--- config.mk ---
export PLATFORM = sky130hd
export DESIGN_NAME = mem_bus_arbiter
export DESIGN_NICKNAME = d
export VERILOG_FILES = /design/src/rtl/mem_bus_arbiter.sv
export SDC_FILE = /design/constraint.sdc
export NUM_CORES = 1
export LEC_CHECK = 0
export CORE_AREA = 2 2 107 109
export CTS_BUF_LIST = sky130_fd_sc_hd__clkbuf_4
export DETAILED_ROUTE_END_ITERATION = 8
export DIE_AREA = 0 0 109 111
export GPL_TIMING_DRIVEN = 0
export PLACE_DENSITY = 0.69
export SLEW_MARGIN = 20
export SYNTH_ARGS = -nofsm -noshare
export SYNTH_HDL_FRONTEND = slang
export SYNTH_SLANG_ARGS = --single-unit
--- constraint.sdc ---
create_clock -name clk -period 4.3 [get_ports clk]
set_clock_uncertainty 0.1 [all_clocks]
set_input_delay 0.645 -clock clk [delete_from_list [all_inputs] [get_ports clk]]
set_output_delay 0.645 -clock clk [all_outputs]
set_load 0.03 [all_outputs]
--- src/rtl/mem_bus_arbiter.sv ---
// Shares the main-memory word port between I-cache and D-cache line bursts.
// Define ARB_RR_EN for round-robin arbitration; default is fixed D-cache priority.
module mem_bus_arbiter #(
    parameter int unsigned LINE_WORDS = 4,
    parameter int unsigned IDX_W      = 2
) (
    input  logic             clk,
    input  logic             rst_n,
    input  logic             ic_req,
    input  logic [31:0]      ic_addr,
    output logic [31:0]      ic_rdata,
    output logic             ic_rvalid,
    output logic [IDX_W-1:0] ic_word,
    output logic             ic_done,
    input  logic             dc_req,
    input  logic             dc_we,
    input  logic [31:0]      dc_addr,
    input  logic [31:0]      dc_wdata,
    output logic [31:0]      dc_rdata,
    output logic             dc_rvalid,
    output logic [IDX_W-1:0] dc_word,
    output logic             dc_done,
    output logic             mem_req,
    output logic             mem_we,
    output logic [31:0]      mem_addr,
    output logic [31:0]      mem_wdata,
    input  logic [31:0]      mem_rdata,
    input  logic             mem_ready,
    output logic             busy
);

    localparam int unsigned LineW = 30 - IDX_W;

    typedef enum logic [1:0] {StIdle, StIcBurst, StDcBurst, StDone} state_e;

    state_e           state_q, state_d;
    logic [IDX_W-1:0] cnt_q, cnt_d;
    logic [LineW-1:0] line_q, line_d;
    logic             we_q, we_d;
    logic             owner_dc_q, owner_dc_d;
    logic             grant_dc;
    logic             in_burst;
    logic             last_word;

    // Word-offset bits of the line addresses carry no information here.
    logic unused_addr_bits;
    assign unused_addr_bits = ^{ic_addr[IDX_W+1:0], dc_addr[IDX_W+1:0]};

`ifdef ARB_RR_EN
    logic last_dc_q, last_dc_d;

    // On a tie the requester that did not own the previous grant wins.
    assign grant_dc = dc_req && (!ic_req || !last_dc_q);

    always_ff @(posedge clk) begin
        if (!rst_n) begin
            last_dc_q <= 1'b0;
        end else begin
            last_dc_q <= last_dc_d;
        end
    end

    always_comb begin
        last_dc_d = last_dc_q;
        if (state_q == StIdle && (dc_req || ic_req)) begin
            last_dc_d = grant_dc;
        end
    end
`else
    // The MEM-stage miss is older than the IF miss, so the D-cache wins ties.
    assign grant_dc = dc_req;
`endif

    assign in_burst  = (state_q == StIcBurst) || (state_q == StDcBurst);
    assign last_word = (cnt_q == IDX_W'(LINE_WORDS - 1));

    always_ff @(posedge clk) begin
        if (!rst_n) begin
            state_q    <= StIdle;
            cnt_q      <= '0;
            line_q     <= '0;
            we_q       <= 1'b0;
            owner_dc_q <= 1'b0;
        end else begin
            state_q    <= state_d;
            cnt_q      <= cnt_d;
            line_q     <= line_d;
            we_q       <= we_d;
            owner_dc_q <= owner_dc_d;
        end
    end

    always_comb begin
        state_d    = state_q;
        cnt_d      = cnt_q;
        line_d     = line_q;
        we_d       = we_q;
        owner_dc_d = owner_dc_q;
        case (state_q)
            StIdle: begin
                if (dc_req || ic_req) begin
                    state_d    = grant_dc ? StDcBurst : StIcBurst;
                    owner_dc_d = grant_dc;
                    line_d     = grant_dc ? dc_addr[31:IDX_W+2] : ic_addr[31:IDX_W+2];
                    we_d       = grant_dc && dc_we;
                    cnt_d      = '0;
                end
            end
            StIcBurst, StDcBurst: begin
                if (mem_ready) begin
                    cnt_d = cnt_q + IDX_W'(1);
                    if (last_word) begin
                        state_d = StDone;
                    end
                end
            end
            StDone: begin
                state_d = StIdle;
            end
            default: begin
                state_d = StIdle;
            end
        endcase
    end

    always_comb begin
        mem_req   = in_burst;
        mem_we    = in_burst && we_q;
        mem_addr  = in_burst ? {line_q, cnt_q, 2'b00} : 32'h0;
        mem_wdata = (state_q == StDcBurst && we_q) ? dc_wdata : 32'h0;
        ic_rvalid = (state_q == StIcBurst) && mem_ready;
        dc_rvalid = (state_q == StDcBurst) && mem_ready && !we_q;
        ic_rdata  = ic_rvalid ? mem_rdata : 32'h0;
        dc_rdata  = dc_rvalid ? mem_rdata : 32'h0;
        ic_word   = (state_q == StIcBurst) ? cnt_q : '0;
        dc_word   = (state_q == StDcBurst) ? cnt_q : '0;
        ic_done   = (state_q == StDone) && !owner_dc_q;
        dc_done   = (state_q == StDone) && owner_dc_q;
        busy      = (state_q != StIdle);
    end

endmodule

Word-level counts from Yosys, hierarchy flattened
Index checks and enable logic that the tools add are counted.
Widths: inputs -> output; s select.
{"block": "op_classes", "muxes": 15, "reduce_logical": 19, "eq_ne": 7, "add_sub_neg": 1}
{"operator": "$mux 32", "count": 4}
{"operator": "$mux 28", "count": 1}
{"operator": "$mux 2", "count": 8}
{"operator": "$logic_and 1x1->1", "count": 8}
{"operator": "$eq 2x2->1 const B", "count": 3}
{"operator": "$ne 2x2->1 const B", "count": 3}
{"operator": "$pmux 2 s3", "count": 1}
{"operator": "$reduce_and 3->1", "count": 2}
{"operator": "$pmux 2 s2", "count": 1}
{"operator": "$reduce_bool 2->1", "count": 2}
{"operator": "$add 2x1->2 const B", "count": 1}
{"operator": "$eq 2x1->1 const B", "count": 1}
{"operator": "$logic_not 1->1", "count": 2}
{"operator": "$logic_not 2->1", "count": 1}
{"operator": "$logic_or 1x1->1", "count": 2}
{"operator": "$reduce_and 2->1", "count": 1}
{"operator": "$reduce_or 2->1", "count": 1}
{"block": "totals", "word_cells": 47, "in_bits": 134, "output_inout_bits": 139, "register_bits": 34}

Depth between registers and ports, before layout
Gate-level depths: netlist of run 1.
{"block": "depth", "ltp_word": 4, "ltp_mapped": 8, "mapped_depth_nobuf": 5}

Worst setup path before layout of run 1
Ideal clock, no wire load.
{"block": "synth_path", "path_kind": "input-to-output", "startpoint": "input port mem_ready", "endpoint": "output port dc_rdata[19]", "n_path_buf": 2, "path_stages": 4, "path_slack_ps": 1744, "t_arrival_ps": 1811, "t_required_ps": 3555, "cell_sequence": "buf_2 -> and3_1 -> clkbuf_1 -> and2_1"}
{"block": "synth_via", "elab_chain_len": 3}
{"element": "start: declaration", "line_no": "28", "text": "input logic mem_ready,"}
{"element": "$logic_and 1x1->1 (2 in a row)", "line_no": "132", "text": "dc_rvalid = (state_q == StDcBurst) && mem_ready && !we_q;"}
{"element": "via dc_rvalid", "line_no": "20", "text": "output logic dc_rvalid,"}
{"element": "$mux 32", "line_no": "134", "text": "dc_rdata = dc_rvalid ? mem_rdata : 32'h0;"}
{"element": "end: declaration", "line_no": "19", "text": "output logic [31:0] dc_rdata,"}
The timed path passes the listed nets, and every way through them passes these cells.

Worst setup path in the final report of run 1
{"block": "layout_path", "startpoint": "register state_q[0]", "endpoint": "output port mem_addr[9]"}
{"block": "layout_via", "elab_chain_len": 3, "word_cells_on_any_way": 4, "cone_classes": "eq/ne: 2; mux: 1; reduce/logical: 1"}
{"element": "start: declaration", "line_no": "36", "text": "state_e state_q, state_d;"}
{"element": "start signal: assignment", "line_no": "79", "text": "state_q <= StIdle;"}
{"element": "start signal: assignment", "line_no": "85", "text": "state_q <= state_d;"}
{"element": "$eq 2x1->1 / $eq 2x2->1 (equally long branches)", "line_no": "74", "text": "assign in_burst = (state_q == StIcBurst) || (state_q == StDcBurst);"}
{"element": "$logic_or 1x1->1 *", "line_no": "74"}
{"element": "$mux 32 *", "line_no": "129", "text": "mem_addr = in_burst ? {line_q, cnt_q, 2'b00} : 32'h0;"}
{"element": "end: declaration", "line_no": "25", "text": "output logic [31:0] mem_addr,"}
Every way passes the cells marked *; elsewhere a longest branch is shown, timed or not.

==> results of run 1 <==
==> synth_stat cells (3+ instances only) <==
master    instances  share of area
a211oi_1         28          0.083
and2_1           70           0.17
and3_1           65           0.16
buf_2             7          0.014
buf_4             5          0.015
clkbuf_1         23          0.034
dfxtp_1          34           0.27
ha_1              5          0.025
inv_1             4         0.0059
mux2i_1          31           0.12
nand2_1           3         0.0044
nand3_1           3         0.0059
nor2_1           29          0.043
==> layout make-up <==
class | count | area [sq um]
inverter | 5 | 18.8
multi-input combinational | 250 | 1680
fill | 1106 | 5690
clock inverter | 3 | 16.3
buffer | 36 | 170
sequential | 34 | 681
antenna | 1 | 2.50
tap | 143 | 179
clock buffer | 5 | 37.5
timing repair buffer | 260 | 2600
==> worst register-to-register path, cell delays in order, from the launching register on <==
cell and delay (ns):
dfxtp_1 0.40, inv_1 0.08, ha_1 0.29, clkbuf_1 0.34
a21bo_2 0.29, a21oi_1 0.15, nor3_1 0.06
==> flip-flops by register name, indices dropped and copies added, names as in the netlist <==
signal / flops
owner_dc_q: 1
state_q: 2
we_q: 1
line_q: 28
cnt_q: 2
==> where the power goes <==
part	internal, mW	switching, mW
sequential	0.414	0.0539
combinational	0.709	0.957
clock	0.0607	0.112
total	1.18	1.12
==> metal layers <==
layer  vias up  wire length (microns)  GRT usage  part of all wire
li1       1648                      -          -                 -
met1      1435                   4140      0.187              0.37
met2       175                   5620      0.316              0.50
met3        24                   1150     0.0517              0.10
met4         0                    354     0.0786             0.031
met5         -                      0          0                 0
==> through the flow <==
stage	hold slack, ns	power (mW)	std cells
floorplan	0.364	1.47	325
global placement	0.381	2.13	728
detailed placement	0.389	2.16	728
CTS	0.404	2.34	736
global route	0.419	2.48	737
finish	0.399	2.31	737
==> how the worst min path moves through the flow <==
stage	startpoint	end	slack (ns)	cells after the start
2_1_floorplan	cnt_q[1]	cnt_q[1]	0.36	2
5_1_grt	line_q[17]	line_q[17]	0.42	2
3_3_place_gp	line_q[3]	line_q[3]	0.38	2
4_1_cts	line_q[3]	line_q[3]	0.40	2
3_5_place_dp	line_q[2]	line_q[2]	0.39	2
6_report	line_q[3]	line_q[3]	0.40	2
==> kinds of logic (layout without fill, tap and decap cells) <==
kind of cell               after synthesis  count (layout)  synth area share
adders and majority gates                5               5            0.0246
AOI/OAI and AO/OA                       36              36             0.105
other                                    1               3           0.00147
and+or+nand+nor                        176             176             0.405
buffers and inverters                   41             309            0.0743
muxes                                   31              31             0.122
DFF                                     34              34             0.268
==> run metrics, run 1 <==
Die X 109 microns; status finished clean; Post-CTS Hold Buffers 0; WP depth 6; Critical Path Fanout Max 10; Starting Density 0.230; Seq/Total Area, Yosys 0.268; Synth Flop Type dfxtp_1; #FFs+latches synth 34; # setup viols final 0; Slew HR 0.655; Worst R2R End state_q[0]; Max Clk Rate 292 MHz; most frequent cells in the layout clkdlybuf4s50_1, and2_1, and3_1; Setup crit end mem_addr[9]; FP Rows 39; Clk Tree Root Cell clkbuf_4; LEAKAGE between 2 and 2.5 nW; clk_lat worst skew around 0.34 ns; Via Count about 3300; final hold viol count 0; Netlist Area Pre-Place ~2500 sq um; Critical Path RT between 3 and 4 ns; Netlist cell types 29; Buffers & Inverters on Critical Path 4; Crit-path slowest cell clkdlybuf4s50_1; Critical Path Start state_q[0]; sum of negative setup slack 0 ns; first-pass GRT wire length approximately 17000 microns; Critical Path AT approximately 2.7 ns; Worst-Margin Slew roughly 0.52 ns; Post-layout nets 731; area grow syn2layout 112%; setup slack after layout between 0.8 and 0.9 ns; DPL Wire Length slightly below 10000 microns; crit end category output port; PwrDens 428 nW/um^2; Vias/cell approximately 4.5; CTS tree done; unrepaired setup endpoints after global routing no; Post-CTS Resized 0; Place WS 1.18 ns; vias in the first global route around 3200; Tcrit/Tclk final 0.797; pin count of the biggest net entering global routing 12; IO buf count 260; CP top delay family buffers and inverters; FF-to-FF path depth 6; Slew Limit Fails 0; Setup CP Type register to output port; total gr overflow 0; Mapped Cells 324; final wirelength roughly 11000 microns; Clock Path Buffers 2; Critical R2R Launch state_q[0]; initial antenna violation count 1; r2r setup slk between 2 and 2.5 ns; post-route cell area roughly 5400 sq um; min Tclk post-route roughly 3.4 ns; Top Ports ~270; Die Area about 12000 sq um; initial DRC count between 100 and 150; Synth Warn # 0; cell mode on critical path clkbuf_1; worst path cell trace inv_1 -> ha_1 -> clkbuf_1 -> clkbuf_1 -> and2_1 -> clkdlybuf4s50_1; CTS sink count 34; Final Core Density 0.486; clk slew on worst S/H paths about 0.11 ns; Worst setup SP type register; Die Y between 100 and 150 microns; routed len/inst 15.3 microns; commonest non-fill, non-tap cell in the layout clkdlybuf4s50_1; async set or reset register ratio after synthesis 0; CORE AREA about 11000 sq um; fraction of layout cells with a size suffix above 1 0.0405; DRC 0; Hold Crit Class register to register; syn avg cell area between 7 and 8 sq um; maxcap violations 0; H-tree lvl count 2; number of flops mapped to enable cells by yosys 0; Tot GR Track Use 0.176; DP Area about 5300 sq um; Peak VDD IR between 0.2 and 0.25 mV; Antenna Nets Post-Route 0; GP Congestion about 0.87; drt pass-1 iters 5; CTS Buf Count 5; post-CTS setup buffers 0; CP max stage delay 0.69 ns
(Power assumes the default switching activity.)
==> inputs of run 2 (changes only) <==
- CORE_AREA: 2 2 107 109 -> 2 2 106 108
- DIE_AREA: 0 0 109 111 -> 0 0 108 110
- PLACE_DENSITY: 0.69 -> 0.7
- clock period: 4.3 -> 3.2 ns (I/O delays scaled with it)
==> run metrics, run 2 (synthesis results as in run 1) <==
LEAKAGE 2.36 nW (+1.5%); Worst R2R End line_q[14]; first-pass GRT wire length 16900 microns (+1.8%); Hold Path Sink line_q[11]; Slew Limit Fails 0 (unchanged); crit end category output port; post-CTS setup buffers 0 (unchanged); commonest non-fill, non-tap cell in the layout clkdlybuf4s50_1; Critical Path AT 2.39 ns (-0.29 ns); GR met2 Demand/Resource 0.339 (+0.0232); Worst setup SP type register; CTS sink count 34 (unchanged); unrepaired setup endpoints after global routing no; area grow syn2layout 112% (about the same); Fill cells 1050 (-5.1%); Tcrit/Tclk final 0.927; Post-layout nets 730 (-0.14%); # placed instances 725 (-0.41%); CORE AREA 10700 sq um (-3.4%); Via Count 3305 (+0.70%); CTS Buf Count 5 (unchanged); min Tclk post-route around 3 ns; GP Congestion 0.833 (-4.3%); r2r setup slk 1.40 ns (-1.07 ns); clk slew on worst S/H paths 0.10 ns (about the same); overall power 3.12 mW (+35%); Die Area 11900 sq um (-1.8%); final hold viol count 0 (unchanged); DRC 0 (unchanged); vias in the first global route 3261 (+2.6%); sum of negative setup slack 0 ns (unchanged); status finished clean; maxcap violations 0 (unchanged); Most Crowded Layer GR met2; DPL Wire Length 9620 microns (-0.76%); fraction of layout cells with a size suffix above 1 0.0541 (+0.0137); initial antenna violation count 2 (+1); clk_lat worst skew 0.32 ns (-0.02 ns); Top reg by flops line_q; Tot GR Track Use 0.180 (+0.00413); worst hold path depth 2 (unchanged); Post-CTS Hold Buffers 0 (unchanged); worst hold start line_q[11]; Vias/cell 4.51 (+1.3%); Die X 108 microns (-0.92%); met3 GRT Util 0.0364 (-0.0153); Top Ports 273 (unchanged); Antenna Nets Post-Route 0 (unchanged); CTS tree done; max reg flops 28 (unchanged); routed len/inst 15.6 microns (+1.8%); IO buf count 260 (unchanged); Setup CP Type register to output port; Starting Density 0.238 (+0.00813); FF-to-FF path depth 7 (+1); setup slack after layout 0.233 ns (-0.640 ns); FP Rows 38 (-2.6%); Slew HR 0.658 (+0.00309); final wirelength 11400 microns (+1.2%); Post-Layout Cell Count 733 (-0.54%); most frequent cells in the layout clkdlybuf4s50_1, and2_1, and3_1; Clock Path Buffers 2 (unchanged); Clk Tree Root Cell clkbuf_4; hold_ws 0.398 ns (-0.000443 ns); pin count of the biggest net entering global routing 12 (unchanged); Critical R2R Launch state_q[0]; Max Clk Rate between 300 and 400 MHz; initial DRC count 153 (+7.0%); Die Y 110 microns (-0.90%); Place WS 0.255 ns (-0.920 ns); Critical Path RT 2.62 ns (-0.94 ns); met1 GRT Util 0.201 (+0.0146); total gr overflow 0 (unchanged); H-tree lvl count 2 (unchanged); PwrDens 579 nW/um^2 (+35%); drt pass-1 iters 4 (-1); Peak VDD IR 0.312 mV (+37%); Critical Path Fanout Max 10 (unchanged); # setup viols final 0 (unchanged); Hold Crit Class register to register; largest registers line_q: 28 flops, cnt_q: 2 flops, state_q: 2 flops; Worst-Margin Slew 0.513 ns (-0.00464 ns)
run 2: power by group:
group,switching (mW),internal [mW],leakage (nW),total [mW]
registers,0.0739,0.557,0.282,0.631
logic,1.30,0.970,2.05,2.27
clock network,0.138,0.0790,0.0308,0.217
total,1.51,1.61,2.36,3.12
run 2: worst max-delay path by stage:
stage | startpoint | end | slack (ns) | depth (start not counted)
floorplan | state_q[0] | mem_addr[10] | 0.93 | 5
global placement | state_q[0] | mem_we | 0.24 | 6
detailed placement | state_q[0] | mem_addr[17] | 0.25 | 6
CTS | state_q[0] | dc_rdata[17] | 0.003 | 6
global route | state_q[1] | mem_addr[9] | 0.05 | 5
finish | state_q[0] | dc_rdata[17] | 0.23 | 6
run 2: critical path: stages, from the launching register on:
cell and delay (ns):
dfxtp_1 0.35, inv_1 0.10, ha_2 0.26, and3_1 0.29
clkbuf_2 0.23, and2_1 0.17, clkdlybuf4s50_1 0.68
run 2: layout make-up:
type / count / area (sq um) / area share
Multi-Input combinational cell: 250 / 1680 / 0.312
Antenna cell: 2 / 5.00 / 0.000929
Buffer: 35 / 174 / 0.0323
Tap cell: 140 / 175 / 0.0325
Clock inverter: 2 / 10.0 / 0.00186
Sequential cell: 34 / 681 / 0.126
Clock buffer: 5 / 37.5 / 0.00697
Timing Repair Buffer: 260 / 2610 / 0.484
Inverter: 5 / 18.8 / 0.00348
run 2: per-stage QoR:
step           instance area, sq um   util
6_report                       5390  0.504
3_5_place_dp                   5320  0.498
3_3_place_gp                   5320  0.498
4_1_cts                        5370  0.502
5_1_grt                        5390  0.504
2_1_floorplan                  2550      -
run 2: per-layer routing:
metal	part of all wire	up-vias	wire, microns
met5	0	-	0
met4	0.025	0	282
met3	0.074	16	846
met2	0.52	160	5900
met1	0.38	1483	4370
li1	-	1646	-
run 2: repair_timing:
| item | CTS | global route |
|---|---|---|
| gates resized for setup | 4 | 7 |
| endpoints found under the setup margin | 40 | 31 |
| endpoints found under the hold margin | 0 | 0 |
